--- src/rtl/paridade_pkg.sv ---
// Shared constants and types for the streaming parity block.
// Packet tracking state and parity-mode encodings.
package paridade_pkg;

  localparam logic PAR_PAR   = 1'b0;
  localparam logic PAR_IMPAR = 1'b1;

  typedef enum logic {
    E_OCIOSO,
    E_PACOTE
  } estado_t;

endpackage

--- src/rtl/paridade_stream_if.sv ---
// Valid/ready stream bundle for paridade_stream:
// input word side plus registered parity result side.
interface paridade_stream_if #(
  parameter int LARGURA = 8
);

  logic               in_valid;
  logic               in_ready;
  logic [LARGURA-1:0] in_data;
  logic               in_par;
  logic               in_last;
  logic               out_valid;
  logic               out_ready;
  logic [LARGURA-1:0] out_data;
  logic               out_par;
  logic               out_erro;
  logic               out_last;
  logic               out_par_pacote;

  modport master (
    output in_valid,
    output in_data,
    output in_par,
    output in_last,
    output out_ready,
    input  in_ready,
    input  out_valid,
    input  out_data,
    input  out_par,
    input  out_erro,
    input  out_last,
    input  out_par_pacote
  );

  modport slave (
    input  in_valid,
    input  in_data,
    input  in_par,
    input  in_last,
    input  out_ready,
    output in_ready,
    output out_valid,
    output out_data,
    output out_par,
    output out_erro,
    output out_last,
    output out_par_pacote
  );

endinterface

--- src/rtl/paridade_n_bits.sv ---
// Combinational XOR reduction of a LARGURA-bit word.
// Result is 1 when the word holds an odd count of ones.
module paridade_n_bits #(
  parameter int LARGURA = 8
) (
  input  logic [LARGURA-1:0] i_dado,
  output logic               o_par
);

  assign o_par = ^i_dado;

endmodule

--- src/rtl/paridade_stream.sv ---
// Streaming parity generator/checker with packet parity,
// saturating error counter and a single output register.
module paridade_stream
  import paridade_pkg::*;
#(
  parameter int LARGURA = 8,
  parameter int CONT_W  = 8
) (
  input  logic              clk,
  input  logic              rst_n,
  input  logic              impar,
  input  logic              cnt_clr,
  output logic [CONT_W-1:0] erro_cnt,
  paridade_stream_if.slave  bus
);

  localparam logic [CONT_W-1:0] CNT_MAX = '1;

  estado_t            r_estado;
  estado_t            w_estado_nxt;
  logic               r_impar;
  logic               r_acc;
  logic               r_valid;
  logic [LARGURA-1:0] r_data;
  logic               r_par;
  logic               r_erro;
  logic               r_last;
  logic               r_par_pac;
  logic [CONT_W-1:0]  r_cnt;

  logic w_xor;
  logic w_ready;
  logic w_accept;
  logic w_impar_eff;
  logic w_par;
  logic w_erro;
  logic w_acc_nxt;

  paridade_n_bits #(
    .LARGURA (LARGURA)
  ) u_xor (
    .i_dado (bus.in_data),
    .o_par  (w_xor)
  );

  assign w_ready  = !r_valid || bus.out_ready;
  assign w_accept = bus.in_valid && w_ready;

  // Mode is frozen for the rest of the packet once the first beat is taken.
  assign w_impar_eff = (r_estado == E_PACOTE) ? r_impar : impar;
  assign w_par       = w_xor ^ w_impar_eff;
  assign w_erro      = bus.in_par ^ w_par;
  assign w_acc_nxt   = r_acc ^ w_xor;

  always_comb begin
    w_estado_nxt = r_estado;
    if (w_accept) begin
      w_estado_nxt = bus.in_last ? E_OCIOSO : E_PACOTE;
    end
  end

  always_ff @(posedge clk or negedge rst_n) begin
    if (!rst_n) begin
      r_estado <= E_OCIOSO;
    end else begin
      r_estado <= w_estado_nxt;
    end
  end

  always_ff @(posedge clk or negedge rst_n) begin
    if (!rst_n) begin
      r_impar <= PAR_PAR;
      r_acc   <= 1'b0;
    end else if (w_accept) begin
      r_impar <= w_impar_eff;
      r_acc   <= bus.in_last ? 1'b0 : w_acc_nxt;
    end
  end

  always_ff @(posedge clk or negedge rst_n) begin
    if (!rst_n) begin
      r_valid   <= 1'b0;
      r_data    <= '0;
      r_par     <= 1'b0;
      r_erro    <= 1'b0;
      r_last    <= 1'b0;
      r_par_pac <= 1'b0;
    end else if (w_accept) begin
      r_valid   <= 1'b1;
      r_data    <= bus.in_data;
      r_par     <= w_par;
      r_erro    <= w_erro;
      r_last    <= bus.in_last;
      r_par_pac <= bus.in_last ? (w_acc_nxt ^ w_impar_eff) : 1'b0;
    end else if (bus.out_ready) begin
      r_valid   <= 1'b0;
    end
  end

  always_ff @(posedge clk or negedge rst_n) begin
    if (!rst_n) begin
      r_cnt <= '0;
    end else if (cnt_clr) begin
      r_cnt <= '0;
    end else if (w_accept && w_erro && (r_cnt != CNT_MAX)) begin
      r_cnt <= r_cnt + 1'b1;
    end
  end

  assign bus.in_ready       = w_ready;
  assign bus.out_valid      = r_valid;
  assign bus.out_data       = r_data;
  assign bus.out_par        = r_par;
  assign bus.out_erro       = r_erro;
  assign bus.out_last       = r_last;
  assign bus.out_par_pacote = r_par_pac;
  assign erro_cnt           = r_cnt;

endmodule

--- src/flat_wrapper.sv ---
// flat-port wrapper written by rule: the top's interface ports become plain ports
module paridade_stream_flat import paridade_pkg::*;
#(
  parameter int LARGURA = 8,
  parameter int CONT_W  = 8
)
  (clk, rst_n, impar, cnt_clr, erro_cnt, bus_in_valid, bus_in_data, bus_in_par, bus_in_last, bus_out_ready, bus_in_ready, bus_out_valid, bus_out_data, bus_out_par, bus_out_erro, bus_out_last, bus_out_par_pacote);
  paridade_stream_if #(.LARGURA(LARGURA)) bus_i ();
  input  logic clk;
  input  logic rst_n;
  input  logic impar;
  input  logic cnt_clr;
  output logic [CONT_W-1:0] erro_cnt;
  input wire logic [$bits(bus_i.in_valid)-1:0] bus_in_valid;
  input wire logic [$bits(bus_i.in_data)-1:0] bus_in_data;
  input wire logic [$bits(bus_i.in_par)-1:0] bus_in_par;
  input wire logic [$bits(bus_i.in_last)-1:0] bus_in_last;
  input wire logic [$bits(bus_i.out_ready)-1:0] bus_out_ready;
  output wire logic [$bits(bus_i.in_ready)-1:0] bus_in_ready;
  output wire logic [$bits(bus_i.out_valid)-1:0] bus_out_valid;
  output wire logic [$bits(bus_i.out_data)-1:0] bus_out_data;
  output wire logic [$bits(bus_i.out_par)-1:0] bus_out_par;
  output wire logic [$bits(bus_i.out_erro)-1:0] bus_out_erro;
  output wire logic [$bits(bus_i.out_last)-1:0] bus_out_last;
  output wire logic [$bits(bus_i.out_par_pacote)-1:0] bus_out_par_pacote;
  assign bus_i.in_valid = bus_in_valid;
  assign bus_i.in_data = bus_in_data;
  assign bus_i.in_par = bus_in_par;
  assign bus_i.in_last = bus_in_last;
  assign bus_i.out_ready = bus_out_ready;
  assign bus_in_ready = bus_i.in_ready;
  assign bus_out_valid = bus_i.out_valid;
  assign bus_out_data = bus_i.out_data;
  assign bus_out_par = bus_i.out_par;
  assign bus_out_erro = bus_i.out_erro;
  assign bus_out_last = bus_i.out_last;
  assign bus_out_par_pacote = bus_i.out_par_pacote;
  paridade_stream #(.LARGURA(LARGURA), .CONT_W(CONT_W)) u_core (.clk(clk), .rst_n(rst_n), .impar(impar), .cnt_clr(cnt_clr), .erro_cnt(erro_cnt), .bus(bus_i));
endmodule
--- config.mk ---
export PLATFORM = sky130hd
export DESIGN_NAME = paridade_stream_flat
export DESIGN_NICKNAME = d
export VERILOG_FILES = /design/src/rtl/paridade_pkg.sv /design/src/rtl/paridade_stream_if.sv /design/src/rtl/paridade_n_bits.sv /design/src/rtl/paridade_stream.sv /design/src/flat_wrapper.sv
export SDC_FILE = /design/constraint.sdc
export NUM_CORES = 1
export LEC_CHECK = 0
export BUFFER_PORTS_ARGS = -buffer_cell sky130_fd_sc_hd__buf_2
export CORE_ASPECT_RATIO = 0.8
export CORE_MARGIN = 4
export CORE_UTILIZATION = 45
export CTS_CLUSTER_SIZE = 20
export DETAILED_ROUTE_END_ITERATION = 10
export PLACE_DENSITY_LB_ADDON = 0.3
export SYNTH_ARGS = -nofsm -noshare
export SYNTH_HDL_FRONTEND = slang
export SYNTH_SLANG_ARGS = --single-unit
--- constraint.sdc ---
create_clock -name clk -period 1.7 [get_ports clk]
set_input_delay 0.34 -clock clk [delete_from_list [all_inputs] [get_ports clk]]
set_output_delay 0.34 -clock clk [all_outputs]
set_load 0.005 [all_outputs]
**After elaboration in Yosys (flattened, before gate mapping)**

Cells that the tools add are included.

- $add $sub $neg: 1
- Eq/ne operators: 1
- Muxes and demuxes: 8
- Bitwise logic cells: 4
- Reduce and logical (&&, ||, !) cells: 8

Operator list:

| kind | number |
|---|---|
| two-way mux 8 bit | 2 |
| adder 8 x 1 -> 8 bit, second input constant | 1 |
| inequality test 8 bit, second input constant | 1 |
| XOR reduction 8 bit | 1 |
| two-way mux 1 bit | 6 |
| nonzero test 2 bit | 2 |
| XOR 1 bit | 4 |
| logical AND 1 bit | 3 |
| logical NOT 1 bit | 1 |
| logical OR 1 bit | 1 |

- Register bits after elaboration: 24
- Input port bits: 16
- Output and inout port bits: 22
- Word-level logic and storage cells: 32

**Logic depth before layout (Yosys ltp)**

- Depth after elaboration: 7
- Gate-level depth with buffers: 6
- Depth with buffers taken out: 5

**Modules after synthesis**

A second synthesis with hierarchy kept.

- Cells, all modules: 128
- Area, all modules: 1,212.4 sq um

By module, submodules not included:

| module | times used | cells each | area an instance (sq um) | seq. area each (sq um) |
|---|---|---|---|---|
| paridade_stream | 1 | 121 | 1,151.1 | 600.6 |
| paridade_n_bits | 1 | 7 | 61.3 | 0.0 |

**Least setup slack after synthesis**

Ideal clock, no wire load.

- Kind: input -> register
- Start: input bus_in_data[7]
- End: register u_core.r_cnt[7], in the netlist u_core.erro_cnt[7]
- Library setup time: 0.128 ns
- Arrival: 1.911 ns
- Data required time: 1.572 ns
- Slack: -0.339 ns
- Stages: 6
- Path buffers: 1
- Cells stage by stage: xor2_1 > xnor2_1 > xnor3_2 > buf_6 > nor4_2 > mux2_1

- Longest elaborated chain between the ends: 6

RTL lines:

| what | RTL line | RTL |
|---|---|---|
| start: declaration | flat_wrapper.sv:15 | `input wire logic [$bits(bus_i.in_data)-1:0] bus_in_data;` |
| XOR reduction 8 bit | paridade_n_bits.sv:10 | `assign o_par = ^i_dado;` |
| XOR 1 bit | paridade_stream.sv:51 | `assign w_par = w_xor ^ w_impar_eff;` |
| XOR 1 bit | paridade_stream.sv:52 | `assign w_erro = bus.in_par ^ w_par;` |
| logical AND 1 bit (2 in a row) | paridade_stream.sv:105 | `end else if (w_accept && w_erro && (r_cnt != CNT_MAX)) begin` |
| nonzero test 2 bit (no line) | n/a |  |
| end signal: assignment | paridade_stream.sv:106 | `r_cnt <= r_cnt + 1'b1;` |
| end: declaration | paridade_stream.sv:29 | `logic [CONT_W-1:0] r_cnt;` |

Every way passes these cells.
A chain may end at the register's enable or synchronous reset.

**Final worst setup path**

- Start: register u_core.r_estado
- End: register u_core.r_cnt[3], in the netlist u_core.erro_cnt[3]

- Longest elaborated chain between the ends: 6

RTL lines:

| what | RTL line | RTL |
|---|---|---|
| start: declaration | paridade_stream.sv:19 | `estado_t r_estado;` |
| start signal: assignment | paridade_stream.sv:66 | `r_estado <= w_estado_nxt;` |
| two-way mux 1 bit | paridade_stream.sv:50 | `assign w_impar_eff = (r_estado == E_PACOTE) ? r_impar : impar;` |
| XOR 1 bit | paridade_stream.sv:51 |  |
| XOR 1 bit | paridade_stream.sv:52 |  |
| logical AND 1 bit (2 in a row) | paridade_stream.sv:105 |  |
| nonzero test 2 bit (no line) | n/a |  |

Every way passes these cells.

==> reports/qor.log <==
qor: run_status.outcome complete, but fails checks
qor: run_status.violated_checks hold timing, setup timing
qor: timing.fin_ws -0.283 ns
qor: timing.setup_viol 8
qor: timing.maxClockFrequency 504 MHz
qor: placement.port-buffer-count 37
qor: synth.syn_nets 123
qor: critical_path.end_kind register
qor: timing.slew_viol_final 0
qor: flow_run.max-cap-violations 0
qor: placement.post-dp-hpwl 1940 um
qor: critical_path.start_kind register
qor: synth.synth.top_cells.by_count dfrtp_1 (24), mux2_2 (11), nand2_1 (11), nor2_1 (6), o21ai_0 (6)
qor: synth.cell_area_after_synthesis 0.00125 mm2
qor: timing.max_slew.worst_pin.slew 0.530 ns
qor: clock_network.clock-sinks 24
qor: drt.routedWlPerCell 13.6 um
qor: drt.drt_iter0_markers 51
qor: clock_network.clockRootBuffer clkbuf_4
qor: clock_network.cts_tree yes
qor: final_layout.finalInstanceArea 0.00168 mm2
qor: critical_path.data_arrival_time_of_the_critical_path 2.24 ns
qor: final_layout.drive_above_1_share 55.3%
qor: floorplan.io_pins 38
qor: clock_network.cts_buffers 3
qor: synth.syn_area_per_cell 11.8 um2
qor: power_and_ir_drop.total_leakage_power 0.824 nW
qor: final_layout.num-nets-final 178
qor: floorplan.die_outline_area 0.00369 mm2
qor: grt.globalRoute.totalOverflow 0
qor: power_and_ir_drop.max-vdd-ir-drop 0.622 mV
qor: drt.drt_via_density 5.02
qor: timing.whs -0.0153 ns
qor: clock_network.clk_pin_slew 0.13 ns
qor: floorplan.initial_utilization 49.1%
qor: floorplan.core_area 0.00254 mm2
qor: clock_network.clock_tree.buffer_depth 2
qor: timing.finalHoldViolCount 24
qor: floorplan.number_of_core_rows 16
qor: synth.ys_top_cells_by_area dfrtp_1 (48%), mux2_2 (9.9%), xnor2_1 (3.5%), nand2_1 (3.3%), mux2i_1 (2.4%)
qor: placement.place_congestion 0.761
qor: synth.synth_warnings 0
qor: final_layout.fillerInstances 222
qor: critical_path.worstReg2RegEnd u_core.erro_cnt[3]
qor: synth.synth-main-ff-cell dfrtp_1
qor: power_and_ir_drop.power-per-cell-area 964 mW/mm2
qor: final_layout.seqCellArea 601 um2
qor: critical_path.reg2reg_depth 5
qor: hold_path.hold_class input pin to asynchronous set/reset pin
qor: synth.ys_ff_latch 24
qor: final_layout.antenna_cells_inserted 0
qor: synth.postSynth.asyncResetShare 100%
qor: drt.postRouteWirelength 2650 um
qor: clock_network.htree_levels 1
qor: synth.proportion_of_synthesized_chip_area_in_sequential_cells 48.1%
qor: grt.antenna_found_initial 0
qor: grt.grt_start_max_net_pins 25
qor: synth.synth_top_cell_area_share 48.1%
qor: timing.setup_repair_after_global_routing_missed_its_margin yes
qor: drt.remaining_drc_errors 0
qor: synth.synth_area_leader_cell dfrtp_1
qor: final_layout.total_area_of_multi_input_combinational_cells 691 um2
qor: timing.final_min_period_over_clock_period 117%
qor: synth.synth-edff-count 0
qor: grt.grt_usage 15.2%
qor: placement.post_dp_cell_area 0.00155 mm2
qor: timing.slew_headroom 64.6%
qor: drt.firstDrtPassIters 4
qor: critical_path.worstReg2RegStart u_core.r_estado
qor: floorplan.fp.dieW 66.9 um
qor: final_layout.growth_of_design_area_from_synthesis_to_finish 34.5%
qor: placement.place_worst_setup_slack -0.388 ns
qor: synth.synth_cell_type_count 32
qor: critical_path.worst-r2r-setup-slack -0.28 ns
qor: critical_path.cp_data_required_time 1.95 ns
qor: timing.finalClockSkew 0.00497 ns
qor: timing.finalWorstPathRequiredPeriod 1.98 ns
qor: synth.synth.most_common_cell dfrtp_1
qor: drt.antenna_violating_nets_post_route 0
qor: critical_path.timing_worst_setup_path_type register to register
qor: grt.via_count_of_the_first_global_routing_pass 955
qor: critical_path.critical_path.max_fanout 5
qor: clock_network.worst_skew_pair.late_latency 0.32 ns
qor: floorplan.die_y 55.1 um
qor: drt.dr_total_vias 979
qor: synth.syn-instance-count 106
qor: grt.grt_pass1_wl 4080 um
[sequential cells by signal, indices dropped and copies added, names as in the netlist]
signal and cells:
u_core.bus.out_last 1, u_core.r_estado 1, u_core.bus.out_par_pacote 1, u_core.erro_cnt 8
u_core.r_acc 1, u_core.bus.out_data 8, u_core.bus.out_erro 1, u_core.r_impar 1
u_core.bus.out_valid 1, u_core.bus.out_par 1
[area by class of cell]
class | instances | area share (%)
Clock buffer | 3 | 1.34
Timing Repair Buffer | 54 | 18.9
Tap cell | 36 | 2.68
Multi-Input combinational cell | 77 | 41.1
Sequential cell | 24 | 35.8
Inverter | 1 | 0.224
[per-stage QoR]
| stage | total power [W] | TNS [ns] | util, % | cells |
|---|---|---|---|---|
| 2_1_floorplan | 0.00108 | -1.60 | - | 106 |
| 3_3_place_gp | 0.00124 | -2.79 | 61.0 | 188 |
| 3_5_place_dp | 0.00126 | -3.12 | 61.0 | 188 |
| 4_1_cts | 0.00151 | -1.75 | 62.1 | 191 |
| 5_1_grt | 0.00173 | -2.60 | 66.0 | 195 |
| 6_report | 0.00162 | -1.79 | 66.0 | 195 |
[logic make-up (layout without fill, tap and decap cells)]
family          Yosys count  after routing  synth area share [%]
xor+xnor                 11             12                  10.9
buf+inv                   6             58                  3.51
compound gates           13             13                  6.21
fa+ha+maj                 1              1                  1.00
mux                      16             16                  14.1
flops                    24             24                  48.1
simple gates             35             35                  16.1
[where the power goes]
part	leakage [nW]	internal [W]	switching, W
clock network	0.0138	0.0000831	0.000166
registers	0.302	0.000663	0.0000540
logic	0.508	0.000356	0.000296
total	0.824	0.00110	0.000516
[cells in the final DEF (no fill, tap or decap)]
cell / n
and2_4: 1
xnor3_4: 1
nand3_1: 1
xor2_1: 2
buf_6: 1
or4_1: 1
nor2_1: 5
a41o_1: 1
nor2_2: 1
or3_1: 1
or4_4: 1
buf_2: 37
mux2_4: 3
ha_2: 1
nor4_4: 2
mux2i_2: 1
nor3_2: 1
mux2_2: 10
a21oi_1: 1
dfrtp_1: 24
nor3b_2: 1
mux2i_1: 2
a21oi_2: 2
o31ai_1: 3
inv_1: 1
xnor2_2: 1
o21ai_0: 5
nand2_1: 11
nand2b_1: 4
o21ai_2: 1
xor2_2: 1
nor2b_1: 4
and3_2: 1
clkbuf_4: 3
xnor3_2: 2
xnor2_1: 5
buf_4: 16
[critical path, cell delays in order (launching register included)]
cell	delay, ns
dfrtp_1	0.40
mux2i_2	0.29
xor2_2	0.20
xnor3_2	0.38
or4_4	0.52
a21oi_2	0.13
[metal layers]
metal  global-route usage [%]  wire length, um
met5                        0                0
met4                     4.71               24
met3                     4.24              143
met2                     28.9             1380
met1                     16.8             1100
[what timing repair did]
action	in CTS	in global routing
hold buffers	0	0
setup buffers	0	3
setup endpoints to repair	9	9
resized for setup	1	14
gates cloned	0	1
pin swaps	1	2
[worst max path at each step]
stage,startpoint,to
after floorplan,u_core.r_estado,u_core.erro_cnt[7]
after global placement,bus_in_data[3],u_core.erro_cnt[7]
after detailed placement,impar,u_core.erro_cnt[2]
after CTS,u_core.r_estado,u_core.erro_cnt[3]
after global routing,u_core.r_estado,u_core.erro_cnt[7]
final,u_core.r_estado,u_core.erro_cnt[3]
No activity file was read; power rests on OpenSTA's default activity.
